**config.mk**
```make
export PLATFORM = sky130hd
export DESIGN_NAME = i2c_target_responder
export DESIGN_NICKNAME = d
export VERILOG_FILES = /design/src/rtl/i2c_target_responder.sv
export SDC_FILE = /design/constraint.sdc
export NUM_CORES = 1
export LEC_CHECK = 0
export ABC_CLOCK_PERIOD_IN_PS = 2700
export BUFFER_PORTS_ARGS = -buffer_cell sky130_fd_sc_hd__buf_2
export CAP_MARGIN = 20
export CORE_AREA = 2 2 134 136
export DETAILED_ROUTE_END_ITERATION = 8
export DIE_AREA = 0 0 136 138
export HOLD_SLACK_MARGIN = 0.12
export PLACE_DENSITY = 0.67
export SLEW_MARGIN = 20
export SYNTH_ARGS = -nofsm -noshare
export SYNTH_HDL_FRONTEND = slang
export SYNTH_SLANG_ARGS = --single-unit
```
**constraint.sdc**
```tcl
create_clock -name CLK_1MHZ -period 2.7 [get_ports CLK_1MHZ]
set_input_delay 0.54 -clock CLK_1MHZ [delete_from_list [all_inputs] [get_ports CLK_1MHZ]]
set_output_delay 0.54 -clock CLK_1MHZ [all_outputs]
set_load 0.01 [all_outputs]
```
**src/rtl/i2c_target_responder.sv**
```systemverilog
// I2C target answering TARGET_ADDR. It serves a coherent snapshot of REG_DATA
// on reads and reports master writes as byte strobes.
// Ports: CLK_1MHZ/RESET (sync, active-high); SCL_IN/SDA_IN (async bus pins);
// SDA_DRIVE_LOW (1 = pull SDA low); REG_DATA (byte i at [8i+7:8i]);
// WR_DATA/WR_PTR/WR_STROBE (write report); BUSY (matched START until STOP).
module i2c_target_responder #(
    parameter logic [6:0] TARGET_ADDR = 7'h2A,
    parameter int         NUM_BYTES   = 10,
    parameter int         PTR_W       = 4
) (
    input  logic                   CLK_1MHZ,
    input  logic                   RESET,
    input  logic                   SCL_IN,
    input  logic                   SDA_IN,
    output logic                   SDA_DRIVE_LOW,
    input  logic [8*NUM_BYTES-1:0] REG_DATA,
    output logic [7:0]             WR_DATA,
    output logic [PTR_W-1:0]       WR_PTR,
    output logic                   WR_STROBE,
    output logic                   BUSY
);

    typedef enum logic [2:0] {
        S_IDLE,
        S_ADDR,
        S_ADDR_ACK,
        S_WR_BYTE,
        S_WR_ACK,
        S_RD_BYTE,
        S_RD_ACK
    } state_e;

    localparam logic [PTR_W-1:0] LAST_PTR = PTR_W'(NUM_BYTES - 1);

    function automatic logic [7:0] byte_sel(
        input logic [8*NUM_BYTES-1:0] v,
        input logic [PTR_W-1:0]       p
    );
        logic [7:0] r;
        r = 8'h00;
        for (int i = 0; i < NUM_BYTES; i++) begin
            if (p == PTR_W'(i)) begin
                r = v[8*i +: 8];
            end
        end
        return r;
    endfunction

    // Out-of-range pointer values written by the master wrap to 0.
    function automatic logic [PTR_W-1:0] load_ptr(input logic [7:0] b);
        logic [PTR_W-1:0] r;
        if (32'(b) >= NUM_BYTES) begin
            r = '0;
        end else begin
            r = b[PTR_W-1:0];
        end
        return r;
    endfunction

    // [0],[1] synchronise; [2] is the previous synced value for edges.
    logic [2:0] scl_sync_q;
    logic [2:0] sda_sync_q;

    state_e                   state_q, state_d;
    logic [2:0]               bit_cnt_q, bit_cnt_d;
    logic [7:0]               shift_q, shift_d;
    logic                     rw_q, rw_d;
    logic [PTR_W-1:0]         ptr_q, ptr_d;
    logic                     first_q, first_d;
    logic                     phase_q, phase_d;
    logic                     drive_q, drive_d;
    logic                     busy_q, busy_d;
    logic [7:0]               wr_data_q, wr_data_d;
    logic [PTR_W-1:0]         wr_ptr_q, wr_ptr_d;
    logic                     strobe_q, strobe_d;
    logic [8*NUM_BYTES-1:0]   shadow_q, shadow_d;

    logic       scl_rise, scl_fall, sda_s;
    logic       start_det, stop_det;
    logic [7:0] rx_byte, load_byte, next_byte;
    logic [PTR_W-1:0] ptr_inc;

    assign sda_s     = sda_sync_q[1];
    assign scl_rise  = scl_sync_q[1] & ~scl_sync_q[2];
    assign scl_fall  = ~scl_sync_q[1] & scl_sync_q[2];
    assign start_det = scl_sync_q[1] & sda_sync_q[2] & ~sda_sync_q[1];
    assign stop_det  = scl_sync_q[1] & ~sda_sync_q[2] & sda_sync_q[1];

    assign rx_byte   = {shift_q[6:0], sda_s};
    assign ptr_inc   = (ptr_q == LAST_PTR) ? '0 : ptr_q + PTR_W'(1);
    assign load_byte = byte_sel(REG_DATA, ptr_q);
    assign next_byte = byte_sel(shadow_q, ptr_inc);

    always_ff @(posedge CLK_1MHZ) begin
        if (RESET) begin
            scl_sync_q <= 3'b111;
            sda_sync_q <= 3'b111;
            state_q    <= S_IDLE;
            bit_cnt_q  <= 3'd0;
            shift_q    <= 8'h00;
            rw_q       <= 1'b0;
            ptr_q      <= '0;
            first_q    <= 1'b0;
            phase_q    <= 1'b0;
            drive_q    <= 1'b0;
            busy_q     <= 1'b0;
            wr_data_q  <= 8'h00;
            wr_ptr_q   <= '0;
            strobe_q   <= 1'b0;
            shadow_q   <= '0;
        end else begin
            scl_sync_q <= {scl_sync_q[1:0], SCL_IN};
            sda_sync_q <= {sda_sync_q[1:0], SDA_IN};
            state_q    <= state_d;
            bit_cnt_q  <= bit_cnt_d;
            shift_q    <= shift_d;
            rw_q       <= rw_d;
            ptr_q      <= ptr_d;
            first_q    <= first_d;
            phase_q    <= phase_d;
            drive_q    <= drive_d;
            busy_q     <= busy_d;
            wr_data_q  <= wr_data_d;
            wr_ptr_q   <= wr_ptr_d;
            strobe_q   <= strobe_d;
            shadow_q   <= shadow_d;
        end
    end

    // phase_q in the ACK states: 0 = waiting for the fall that starts the
    // ACK slot, 1 = inside the slot (or next read byte already loaded).
    always_comb begin
        state_d   = state_q;
        bit_cnt_d = bit_cnt_q;
        shift_d   = shift_q;
        rw_d      = rw_q;
        ptr_d     = ptr_q;
        first_d   = first_q;
        phase_d   = phase_q;
        drive_d   = drive_q;
        busy_d    = busy_q;
        wr_data_d = wr_data_q;
        wr_ptr_d  = wr_ptr_q;
        strobe_d  = 1'b0;
        shadow_d  = shadow_q;

        if (stop_det) begin
            state_d = S_IDLE;
            drive_d = 1'b0;
            busy_d  = 1'b0;
        end else if (start_det) begin
            state_d   = S_ADDR;
            bit_cnt_d = 3'd0;
            drive_d   = 1'b0;
        end else begin
            unique case (state_q)
                S_IDLE: begin
                end
                S_ADDR: begin
                    if (scl_rise) begin
                        shift_d   = rx_byte;
                        bit_cnt_d = bit_cnt_q + 3'd1;
                        if (bit_cnt_q == 3'd7) begin
                            if (rx_byte[7:1] == TARGET_ADDR) begin
                                state_d = S_ADDR_ACK;
                                busy_d  = 1'b1;
                                rw_d    = rx_byte[0];
                                phase_d = 1'b0;
                            end else begin
                                state_d = S_IDLE;
                            end
                        end
                    end
                end
                S_ADDR_ACK: begin
                    if (scl_fall) begin
                        if (!phase_q) begin
                            drive_d = 1'b1;
                            phase_d = 1'b1;
                        end else if (!rw_q) begin
                            drive_d   = 1'b0;
                            state_d   = S_WR_BYTE;
                            bit_cnt_d = 3'd0;
                            first_d   = 1'b1;
                        end else begin
                            shadow_d  = REG_DATA;
                            shift_d   = load_byte;
                            drive_d   = ~load_byte[7];
                            bit_cnt_d = 3'd0;
                            state_d   = S_RD_BYTE;
                        end
                    end
                end
                S_WR_BYTE: begin
                    if (scl_rise) begin
                        shift_d   = rx_byte;
                        bit_cnt_d = bit_cnt_q + 3'd1;
                        if (bit_cnt_q == 3'd7) begin
                            state_d = S_WR_ACK;
                            phase_d = 1'b0;
                            first_d = 1'b0;
                            if (first_q) begin
                                ptr_d = load_ptr(rx_byte);
                            end else begin
                                wr_data_d = rx_byte;
                                wr_ptr_d  = ptr_q;
                                strobe_d  = 1'b1;
                                ptr_d     = ptr_inc;
                            end
                        end
                    end
                end
                S_WR_ACK: begin
                    if (scl_fall) begin
                        if (!phase_q) begin
                            drive_d = 1'b1;
                            phase_d = 1'b1;
                        end else begin
                            drive_d   = 1'b0;
                            state_d   = S_WR_BYTE;
                            bit_cnt_d = 3'd0;
                        end
                    end
                end
                S_RD_BYTE: begin
                    if (scl_fall) begin
                        if (bit_cnt_q == 3'd7) begin
                            drive_d = 1'b0;
                            state_d = S_RD_ACK;
                            phase_d = 1'b0;
                        end else begin
                            shift_d   = {shift_q[6:0], 1'b0};
                            drive_d   = ~shift_q[6];
                            bit_cnt_d = bit_cnt_q + 3'd1;
                        end
                    end
                end
                S_RD_ACK: begin
                    if (scl_rise && !phase_q) begin
                        if (!sda_s) begin
                            ptr_d   = ptr_inc;
                            shift_d = next_byte;
                            phase_d = 1'b1;
                        end else begin
                            state_d = S_IDLE;
                            drive_d = 1'b0;
                        end
                    end else if (scl_fall && phase_q) begin
                        drive_d   = ~shift_q[7];
                        bit_cnt_d = 3'd0;
                        state_d   = S_RD_BYTE;
                    end
                end
                default: begin
                    state_d = S_IDLE;
                    drive_d = 1'b0;
                end
            endcase
        end
    end

    assign SDA_DRIVE_LOW = drive_q;
    assign WR_DATA       = wr_data_q;
    assign WR_PTR        = wr_ptr_q;
    assign WR_STROBE     = strobe_q;
    assign BUSY          = busy_q;

endmodule

```
# Word-level counts from Yosys, hierarchy flattened
# Index checks and enable logic that the tools add are counted.
# op_classes
addsub	2
reduce_logical	29
n_eq_ne	65
muxes	91
bitwise	21
order_cmp	1
# op_table
cell	n
8-bit two-way mux	28
3-bit two-way mux	22
3-bit inequality test (second input constant)	15
2-bit inequality test (second input constant)	17
4-bit by 3-bit equality test with 1-bit output (second input constant)	8
8-bit one-hot mux with 4 select lines	1
4-bit two-way mux	7
1-bit two-way mux	26
13-bit AND reduction	2
6-bit AND reduction	4
11-bit AND reduction	2
3-bit one-hot mux with 7 select lines	1
4-bit by 2-bit equality test with 1-bit output (second input constant)	4
4-bit equality test (second input constant)	4
1-bit NOT	15
3-bit equality test (second input constant)	4
3-bit one-hot mux with 4 select lines	1
1-bit one-hot mux with 5 select lines	2
5-bit nonzero test	2
3-bit by 1-bit inequality test with 1-bit output (second input constant)	3
9-bit AND reduction	1
4-bit by 1-bit equality test with 1-bit output (second input constant)	2
8-bit by 4-bit >= comparator with 1-bit output (second input constant)	1
4-bit logical NOT	2
other kinds (22)	35
# totals
reg_bits	122
inputBits	84

# Longest topological paths before layout
# Gate-level depths: netlist (run 1).
# logic_depth
word_depth	16
mapped_depth	9

# Worst setup path before layout (run 1)
# Ideal clock, no wire load.
# synth_path
path_kind	reg-to-reg
start	register bit_cnt_q[0]
end	register wr_data_q[0], in the netlist WR_DATA[0]
path_stages_with_launch	10
arrival_time_ns	1.846
setup_time_ns	0.128
n_path_buf	1
synth_period_minus_slack_ns	1.974
required_ns	2.572
setup_slack_ns	0.726
path_cell_list	dfxtp_1 > ha_1 > ha_1 > inv_1 > nor4_1 > nand2_1 > nor2_1 > buf_4 > mux2i_1 > nor2_1
# synth_via
elab_chain_len	2
# synth_rtl
element	line	text
start, declared	65	logic [2:0] bit_cnt_q, bit_cnt_d;
start signal, assigned	115	bit_cnt_q <= bit_cnt_d;
3-bit equality test	198	if (bit_cnt_q == 3'd7) begin
6-bit AND reduction (no line)	n/a	
end signal, assigned	123	wr_data_q <= wr_data_d;
end, declared	73	logic [7:0] wr_data_q, wr_data_d;
# No other way between the ends.
# A chain may end at the register's enable or synchronous reset.

# Final worst setup path (run 1)
# layout_path
start	register ptr_q[1]
end	register shift_q[6]
# layout_via
elab_chain_len	16
# layout_rtl
element	line	text
start, declared	68	logic [PTR_W-1:0] ptr_q, ptr_d;
start signal, assigned	118	ptr_q <= ptr_d;
4-bit by 1-bit adder with 4-bit output or 4-bit equality test (tied branches)	90, 42	
4-bit two-way mux	90	assign ptr_inc = (ptr_q == LAST_PTR) ? '0 : ptr_q + PTR_W'(1);
4-bit logical NOT	42	if (p == PTR_W'(i)) begin
8-bit two-way mux (10 in series)	42	
8-bit two-way mux	240	if (!sda_s) begin
8-bit two-way mux	239	if (scl_rise && !phase_q) begin
8-bit one-hot mux with 4 select lines *	156	unique case (state_q)
end signal, assigned	116	shift_q <= shift_d;
end, declared	66	logic [7:0] shift_q, shift_d;
# Mark *: on every way between the ends. The rest lies on a longest branch, timed or not. The select of a mux whose other input is x is not followed.

==> flow_summary_export.csv, run 1 <==
group,metric,value,unit
synth,synthAdderAreaFrac,0.518,%
drt,drc,0,
power,vdd_drop_max,0.000454,V
placement,gp_congestion,0.943,
clocking,htree_num_levels,4,
final_layout,n_antenna_cell,0,
setup_path,r2r_cells,6,
setup_path,crit_fanout,28,
floorplan,die_w,136,µm
worst_hold_path,holdCritStartpoint,"SCL_IN",
drt,drt_wl_total,23000,µm
clocking,clock-root-buffer,"clkbuf_16",
synth,synth_top_family_by_area,"compound AO/OA/AOI/OAI gates",
synth,synthXorXnorAreaFrac,0.259,%
synth,ys.flop_type,"dfxtp_1",
synth,synth_compound_area_share,27.8,%
sta,max_freq,411,MHz
global_routing,grt_pass1_vias,6569,
power,intPower,3.74,mW
placement,place_hpwl,16800,µm
floorplan,die_h,138,µm
final_layout,final_cells,1209,
final_layout,fin_nets,1053,
global_routing,grt_overflow_total,0,
sta,relSlewSlack,49.3,%
clocking,cts.repair.resized,0,
synth,synth_area_leaders,"dfxtp_1 36%, nand2_1 11%, a21oi_1 8.7%, mux2i_1 5.0%, nor2_1 3.7%",
sta,final.setup.tns,0,ns
sta,clock_skew,0.00702,ns
global_routing,grt_max_degree,67,
worst_hold_path,hold_end,"scl_sync_q[0]",
synth,synth_top_area_share,36.1,%
clocking,cts_sinks,122,
clocking,ctsLongestPathBuffers,2,
sta,grt_setup_unrepaired,"no",
sta,finalCritPeriodShare,90.0,%
placement,placed_cells,1177,
sta,finalSetupViolCount,0,
worst_hold_path,min_delay_path_depth,2,
sta,layout_min_cycle_time,2.43,ns
power,power.clock.fraction,54.8,%
floorplan,num_rows,49,
drt,route.antenna.remaining_nets,0,
setup_path,worst-setup-path-type,"reg2reg",
clocking,cts_tree,"done",
synth,avgSynthCellArea,7.67,µm²
power,netSwitchingFraction,22.5,%
sta,setup_ws,0.269,ns
final_layout,syn_to_final_growth,22.5,%
drt,routedWlPerCell,19.0,µm
sta,drv_slew,0,
clocking,clkTransAtPathRegs,0.06,ns
setup_path,rr_endpoint,"shift_q[6]",
floorplan,coreArea,17500,µm²
job,cap_violations,0,
global_routing,antenna_found_initial,0,
clocking,post_cts_buffers,0,
outcome,outcome,"complete, no violations",
drt,vias,7078,
synth,ys_ff_latch,122,
power,power_density,583,nW/µm²
final_layout,layout-drive-gt1-share,21.6,%
drt,vias_per_cell,5.85,
power,p_leak,2.91,nW
synth,synth_nets,968,
synth,synth_cell_types,76,
setup_path,critPathCaptureType,"register",
synth,synth_area,6760,µm²
setup_path,worstPathRequired,2.98,ns
synth,synth_edf_count,0,
power,p_switching,1.08,mW
drt,first_pass_iters,6,
floorplan,io_pins,99,
setup_path,r2r_slack,0.27,ns
clocking,clk-insertion-delay-late,0.43,ns
synth,synthMuxAreaShare,8.20,%
setup_path,arrival,2.71,ns
synth,ys_seq_area_share,36.1,%
synth,async_reset_ff_share,0,%
floorplan,die_area,18800,µm²
floorplan,start_util,38.6,%
synth,yosys.area.top_type,"dfxtp_1",
placement,portBuffers,98,
power,p_total,4.83,mW
drt,drt_iter0_markers,720,
setup_path,reg2reg_from,"ptr_q[1]",
worst_hold_path,hold_path.class,"in2reg",
synth,synth_simple_gate_area_share,21.8,%
final_layout,final_common_cell,"nand2_1",
final_layout,mostFrequentLayoutCells,"190 x nand2_1, 120 x dfxtp_1, 118 x a21oi_1",
global_routing,grt_util_all_layers,24.6,%
sta,finalHoldViolCount,0,
sta,tightest_slew,0.760,ns
synth,syn_inst,882,
clocking,hold_buffers,0,
setup_path,worstSetupStartpointType,"register",
global_routing,grt_pass1_wl,35900,µm
synth,ys_warn_count,0,
placement,pre_cts_ws,0.351,ns
clocking,cts_buffers,17,
power,seqPwrFrac,38.2,%
power,comb_power_share,7.0,%
[registers in the layout (all words and copies together) (netlist names)]
register / flops
shift_q: 8
BUSY: 1
SDA_DRIVE_LOW: 1
WR_PTR: 4
ptr_q: 4
WR_DATA: 8
first_q: 1
sda_sync_q: 3
scl_sync_q: 3
state_q: 3
rw_q: 1
phase_q: 1
bit_cnt_q: 3
shadow_q: 80
WR_STROBE: 1
[cell usage after synthesis (all sizes together), types with 2 or more instances]
library cell    n
a21oi         118
nand2b         18
o211ai          9
or2             9
o221a           2
mux4            4
buf            25
o22a            4
nor3b           5
a22oi          15
mux2i          34
o31ai           2
a21boi          4
inv            10
o21ai          47
a21o            3
o2bb2ai         8
nand3          11
a2111oi         4
nand2         190
a31oi           2
a211oi         14
o21a            4
nor2b           8
a311oi          9
ha              2
dfxtp         122
o22ai           9
and4            2
mux2           11
a32oi           2
o32a            3
nor3           11
nor2           68
nor4            4
o21bai          4
clkbuf         46
o221ai          3
a222oi          4
a221oi          9
[critical path: stages, from the launching register on]
cell,delay [ns]
dfxtp_2,0.70
nor2b_1,0.33
o2bb2ai_1,0.21
a222oi_1,0.41
o22ai_1,0.20
a221oi_1,0.29
a311oi_1,0.12
[area by class of cell]
type                    count  area, µm²
repair buffers            137        861
inverters                  11       41.3
multi-input cells         678       3960
flip-flops and latches    122       2450
well taps                 229        287
clock buffers              22        505
clock inverters            10        184
fillers                  1752       9250
[kinds of logic after synthesis]
kind of cell | Yosys count
compound gates | 289
xor+xnor | 2
fa+ha+maj | 3
buf+inv | 82
flops | 122
mux | 49
simple gates | 335
[per-stage QoR]
step | util [%] | area (µm²) | hold slack, ns
floorplan | - | 6760 | 0.389
global route | 47.2 | 8280 | 0.294
CTS | 47.2 | 8280 | 0.288
detailed placement | 43.3 | 7590 | 0.399
finish | 47.2 | 8280 | 0.293
global placement | 43.3 | 7590 | 0.393
[power by group through the flow]
| stage | Sequential, mW | Combinational [mW] | Clock, mW |
|---|---|---|---|
| final | 1.84 | 0.339 | 2.65 |
| after global placement | 1.88 | 0.335 | 0 |
| after floorplan | 1.87 | 0.179 | 0 |
| after detailed placement | 1.88 | 0.332 | 0 |
| after CTS | 1.84 | 0.334 | 2.67 |
| after global routing | 1.84 | 0.363 | 2.76 |
[how the worst max path moves through the flow]
stage	end	start	slack, ns	cells past startpoint
6_report	shift_q[6]	ptr_q[1]	0.27	6
5_1_grt	bit_cnt_q[1]	state_q[1]	0.05	7
4_1_cts	shift_q[7]	ptr_q[1]	0.32	7
3_5_place_dp	shift_q[7]	ptr_q[1]	0.35	7
3_3_place_gp	shift_q[7]	ptr_q[1]	0.38	7
2_1_floorplan	WR_DATA[0]	bit_cnt_q[0]	0.73	9
[layer usage]
layer | global-route usage [%] | routed length [µm] | vias to the layer above
met5 | 0 | 0 | -
met4 | 12.8 | 1120 | 0
met3 | 5.54 | 1640 | 72
met2 | 38.4 | 10900 | 337
met1 | 31.7 | 9390 | 3331
li1 | - | - | 3338
Note: power is estimated with default switching activity, not from simulation.
==> run 2, diff against run 1 <==
--- a/config.mk
+++ b/config.mk
@@ -7,5 +7,5 @@
 export LEC_CHECK = 0
 export ABC_CLOCK_PERIOD_IN_PS = 2700
-export BUFFER_PORTS_ARGS = -buffer_cell sky130_fd_sc_hd__buf_2
+export BUFFER_PORTS_ARGS = -buffer_cell sky130_fd_sc_hd__clkbuf_2
 export CAP_MARGIN = 20
 export CORE_AREA = 2 2 134 136
==> constraint.sdc (replaced) <==
create_clock -name CLK_1MHZ -period 2.7 [get_ports CLK_1MHZ]
set_input_delay 0.27 -clock CLK_1MHZ [delete_from_list [all_inputs] [get_ports CLK_1MHZ]]
set_output_delay 0.27 -clock CLK_1MHZ [all_outputs]
set_load 0.01 [all_outputs]
==> run 2 against run 1 <==
  * Die area did not move
  * Utilization rose by 3.5 points
  * Via count up 3.8%
  * Non-clock buffer count is 69 higher
  * Flip-flop and latch count is the same
  * Fmax barely moved
  * Register-to-register slack hardly changed
  * Critical path depth unchanged
  * Largest cell class unchanged
  * Clock skew rose by 0.0079 ns
  * Sequential power about the same
  * Cell count increased by 5.7%
  * Count of clock-buffer cells in the layout shrank 2
==> flow_summary_export.csv, run 2 (synthesized netlist as in run 1, its figures left out) <==
group,metric,value,unit
outcome,outcome,"complete, no violations",
sta,clock_skew,0.0149,ns
clocking,ctsLongestPathBuffers,2,
sta,relSlewSlack,43.8,%
power,p_total,4.70,mW
global_routing,grt_pass1_wl,37500,µm
clocking,clock-root-buffer,"clkbuf_16",
sta,final.setup.tns,0,ns
sta,layout_min_cycle_time,2.43,ns
floorplan,die_area,18800,µm²
setup_path,setup.worst_path.start,"ptr_q[0]",
worst_hold_path,holdCritStartpoint,"REG_DATA[72]",
clocking,htree_num_levels,4,
setup_path,worst-setup-path-type,"reg2reg",
clocking,cts_buffers,17,
final_layout,layout-drive-gt1-share,19.5,%
floorplan,die_w,136,µm
clocking,clkTransAtPathRegs,0.06,ns
floorplan,die_h,138,µm
drt,routedWlPerCell,18.6,µm
drt,drt_iter0_markers,757,
clocking,cts_tree,"done",
sta,max_freq,411,MHz
setup_path,crit_fanout,31,
setup_path,worstPathRequired,3.02,ns
final_layout,final_common_cell,"nand2_1",
drt,drc,0,
placement,place_hpwl,16500,µm
final_layout,regMostFlops,"shadow_q",
final_layout,regArea,2450,µm²
setup_path,r2r_slack,0.27,ns
setup_path,cpMostUsedCell,"o2bb2ai_1",
setup_path,slowest_stage,"nor2b_1",
setup_path,arrival,2.75,ns
final_layout,syn_to_final_growth,31.6,%
setup_path,path_cells,"nor2b_1 -> o2bb2ai_1 -> o2bb2ai_1 -> a2bb2oi_1 -> or2_2 -> a311oi_1",
sta,setup_ws,0.268,ns
setup_path,reg2reg_from,"ptr_q[0]",
drt,vias_per_cell,5.75,
setup_path,worstSetupStartpointType,"register",
clocking,cts_sinks,122,
sta,finalHoldViolCount,0,
global_routing,antenna_found_initial,0,
setup_path,cp_slowest_stage_delay,0.73,ns
final_layout,n_antenna_cell,0,
drt,first_pass_iters,5,
sta,grt_setup_unrepaired,"no",
power,p_leak,3.15,nW
floorplan,start_util,38.6,%
final_layout,fillers,1680,
drt,drt_wl_total,23800,µm
global_routing,grt_util_all_layers,25.4,%
sta,tightest_slew,0.841,ns
final_layout,final_util,50.8,%
final_layout,final_cells,1278,
floorplan,io_pins,99,
setup_path,critPathCaptureType,"register",
final_layout,post-route-cell-area,8900,µm²
sta,finalCritPeriodShare,90.1,%
drt,vias,7348,
worst_hold_path,hold_path.class,"in2reg",
power,power_density,528,nW/µm²
placement,gp_congestion,0.983,
placement,placed_cells,1170,
sta,finalSetupViolCount,0,
placement,pre_cts_ws,0.359,ns
clocking,cts.repair.resized,0,
drt,route.antenna.remaining_nets,0,
global_routing,grt_max_degree,81,
clocking,clk-insertion-delay-late,0.43,ns
sta,drv_slew,0,
placement,placed_area,7500,µm²
global_routing,grt_overflow_total,0,
final_layout,mostFrequentLayoutCells,"190 x nand2_1, 120 x dfxtp_1, 118 x a21oi_1",
final_layout,fin_nets,1122,
job,cap_violations,0,
placement,portBuffers,98,
global_routing,grt_pass1_vias,6993,
power,vdd_drop_max,0.000439,V
sta,holdWs,0.142,ns
floorplan,num_rows,49,
final_layout,largest_reg_flops,80,
floorplan,coreArea,17500,µm²
final_layout,multi_input_area,3960,µm²
[run 2: cell count changes in the layout (fill, tap and decap cells not counted), sizes merged]
cell,delta
clkinv,+1
clkbuf,+95
buf,-104
clkinvlp,+2
dlygate4sd3,+76
bufinv,-1
[run 2: layer usage]
metal	track usage, %	wire length (µm)	share of wire [%]	up-vias
li1	-	-	-	3471
met1	32.3	9640	41	3441
met2	41.1	11400	48	363
met3	5.06	1600	6.7	73
met4	12.2	1100	4.6	0
met5	0	0	0	-
[run 2: worst paths after layout]
kind,to,cells after the start
min,shadow_q[72],3
max reg2reg,shift_q[7],6
max,shift_q[7],6
min reg2reg,sda_sync_q[1],1
[run 2: what timing repair did]
item	CTS	global route
hold buffers	76	0
hold endpoints to repair	76	0
setup buffers	0	0
[run 2: area by class of cell]
cell class | instances | area share (%)
inverters | 11 | 0.464
multi-input cells | 678 | 44.5
repair buffers | 206 | 17.2
clock inverters | 12 | 1.91
flip-flops and latches | 122 | 27.5
well taps | 229 | 3.22
clock buffers | 20 | 5.24
[run 2: where the power goes]
part | switching [mW] | internal, mW
sequential | 0.0319 | 1.82
combinational | 0.208 | 0.198
clock | 0.834 | 1.61
total | 1.07 | 3.62
[run 2: worst max-delay path: cells and delay by family (launching register included)]
kind / cells / cell delay [ns]
flops: 1 / 0.58
simple gates: 2 / 1.01
compound gates: 4 / 0.72
==> run 3, diff against run 2 <==
PLACE_DENSITY = 0.56   (was 0.67)
==> run 3 against run 2 <==
  * Utilization fell by 0.36 points
  * Clock skew fell by 0.0057 ns
  * Clock power is 9.8% lower
  * Combinational power increased by 4%
  * First-iteration DRC count is 10% lower
  * Highest routed layer unchanged
==> flow_summary_export.csv, run 3 (synthesized netlist as in run 1, its figures left out) <==
group,metric,value,unit
setup_path,worst-setup-path-type,"reg2reg",
floorplan,num_rows,49,
power,power.clock.fraction,49.2,%
setup_path,reg2reg_from,"ptr_q[0]",
sta,drv_slew,0,
drt,drt_wl_total,24500,µm
floorplan,start_util,38.6,%
final_layout,n_antenna_cell,0,
placement,place_hpwl,17200,µm
setup_path,worstPathRequired,2.98,ns
drt,vias_per_cell,5.57,
clocking,cts_sinks,122,
sta,finalCritPeriodShare,92.9,%
worst_hold_path,min_delay_path_depth,3,
final_layout,regMostFlops,"shadow_q",
global_routing,grt_pass1_vias,6939,
clocking,htree_num_levels,4,
setup_path,crit_fanout,40,
placement,pre_cts_ws,0.284,ns
power,p_leak,3.13,nW
final_layout,post-route-cell-area,8840,µm²
floorplan,coreArea,17500,µm²
setup_path,rr_endpoint,"shift_q[2]",
clocking,hold_buffers,74,
clocking,ctsLongestPathBuffers,2,
sta,final.setup.tns,0,ns
placement,gp_congestion,0.903,
clocking,clock-root-buffer,"clkbuf_16",
drt,first_pass_iters,5,
power,p_switching,1.13,mW
final_layout,final_util,50.4,%
clocking,clk-insertion-delay-late,0.42,ns
power,intPower,3.34,mW
placement,placed_cells,1173,
sta,finalHoldViolCount,0,
setup_path,r2r_slack,0.19,ns
power,vdd_drop_max,0.000445,V
global_routing,grt_util_all_layers,26.2,%
global_routing,grt_max_degree,81,
job,cap_violations,0,
placement,placed_area,7530,µm²
final_layout,final_common_cell,"nand2_1",
power,comb_power_share,9.5,%
clocking,cts_buffers,17,
power,seqPwrFrac,41.3,%
sta,finalSetupViolCount,0,
setup_path,worstSetupStartpointType,"register",
placement,portBuffers,98,
sta,layout_min_cycle_time,2.51,ns
floorplan,io_pins,99,
clocking,post_cts_buffers,0,
sta,tightest_slew,0.650,ns
drt,route.antenna.remaining_nets,0,
drt,vias,7127,
clocking,cts.repair.resized,0,
global_routing,grt_pass1_wl,38100,µm
setup_path,arrival,2.79,ns
final_layout,largest_reg_flops,80,
final_layout,layout-drive-gt1-share,19.8,%
sta,clock_skew,0.00918,ns
worst_hold_path,holdCritStartpoint,"REG_DATA[72]",
clocking,clkTransAtPathRegs,0.07,ns
clocking,cts_tree,"done",
final_layout,fillers,1754,
final_layout,final_cells,1279,
drt,routedWlPerCell,19.2,µm
drt,drc,0,
global_routing,grt_overflow_total,0,
sta,setup_ws,0.193,ns
floorplan,die_w,136,µm
worst_hold_path,hold_end,"shadow_q[72]",
final_layout,syn_to_final_growth,30.7,%
sta,max_freq,399,MHz
sta,relSlewSlack,56.6,%
floorplan,die_h,138,µm
final_layout,mostFrequentLayoutCells,"190 x nand2_1, 120 x dfxtp_1, 118 x a21oi_1",
power,netSwitchingFraction,25.2,%
worst_hold_path,hold_path.class,"in2reg",
drt,drt_iter0_markers,681,
sta,grt_setup_unrepaired,"no",
floorplan,die_area,18800,µm²
power,power_density,505,nW/µm²
outcome,outcome,"complete, no violations",
final_layout,fin_nets,1123,
global_routing,antenna_found_initial,0,
setup_path,critPathCaptureType,"register",
setup_path,r2r_cells,6,
-- run 3: changes by cell type in the layout (fill, tap and decap cells not counted) --
cell           before  now
buf_4              30   33
bufinv_16           4    1
clkbuf_8            3    2
clkinv_4            0    3
clkinvlp_4          4    2
dlygate4sd3_1      76   74
inv_6               0    3
-- run 3: cell type report --
| cell class | count | area [µm²] | share of cell area [%] |
|---|---|---|---|
| multi-input cells | 678 | 3960 | 44.8 |
| repair buffers | 207 | 1530 | 17.4 |
| inverters | 11 | 41.3 | 0.467 |
| flip-flops and latches | 122 | 2450 | 27.7 |
| clock buffers | 19 | 453 | 5.12 |
| clock inverters | 13 | 118 | 1.33 |
| well taps | 229 | 287 | 3.24 |
-- run 3: per-layer routing --
| layer | track usage, % | routed length, µm |
|---|---|---|
| met5 | 0 | 0 |
| met4 | 11.3 | 892 |
| met3 | 5.43 | 1350 |
| met2 | 41.9 | 11700 |
| met1 | 33.9 | 10600 |
-- run 3: power by group through the flow --
stage	clock (mW)	sequential, mW	combinational, mW
6_report	2.20	1.84	0.423
4_1_cts	2.23	1.84	0.415
5_1_grt	2.32	1.84	0.453
3_5_place_dp	0	1.88	0.331
2_1_floorplan	0	1.87	0.179
3_3_place_gp	0	1.88	0.335
-- run 3: worst max-delay path: stages, from the launching register on --
cell and delay (ns):
dfxtp_4 0.68, buf_12 0.29, mux2i_1 0.35, o21ai_0 0.14, a222oi_1 0.43, a21boi_0 0.33
a311oi_1 0.13
-- run 3: metrics by stage --
stage	power [mW]	hold WS, ns
2_1_floorplan	2.05	0.374
3_3_place_gp	2.22	0.398
3_5_place_dp	2.21	0.399
4_1_cts	4.49	0.124
5_1_grt	4.62	0.127
6_report	4.46	0.137
-- run 3: worst max path at each step --
stage	start	end	slack, ns	cells past startpoint
floorplan	bit_cnt_q[0]	WR_DATA[0]	0.73	9
global placement	ptr_q[0]	shift_q[2]	0.30	6
global route	ptr_q[0]	shift_q[2]	0.14	6
CTS	ptr_q[0]	shift_q[2]	0.27	6
detailed placement	ptr_q[0]	shift_q[2]	0.28	6
finish	ptr_q[0]	shift_q[2]	0.19	6
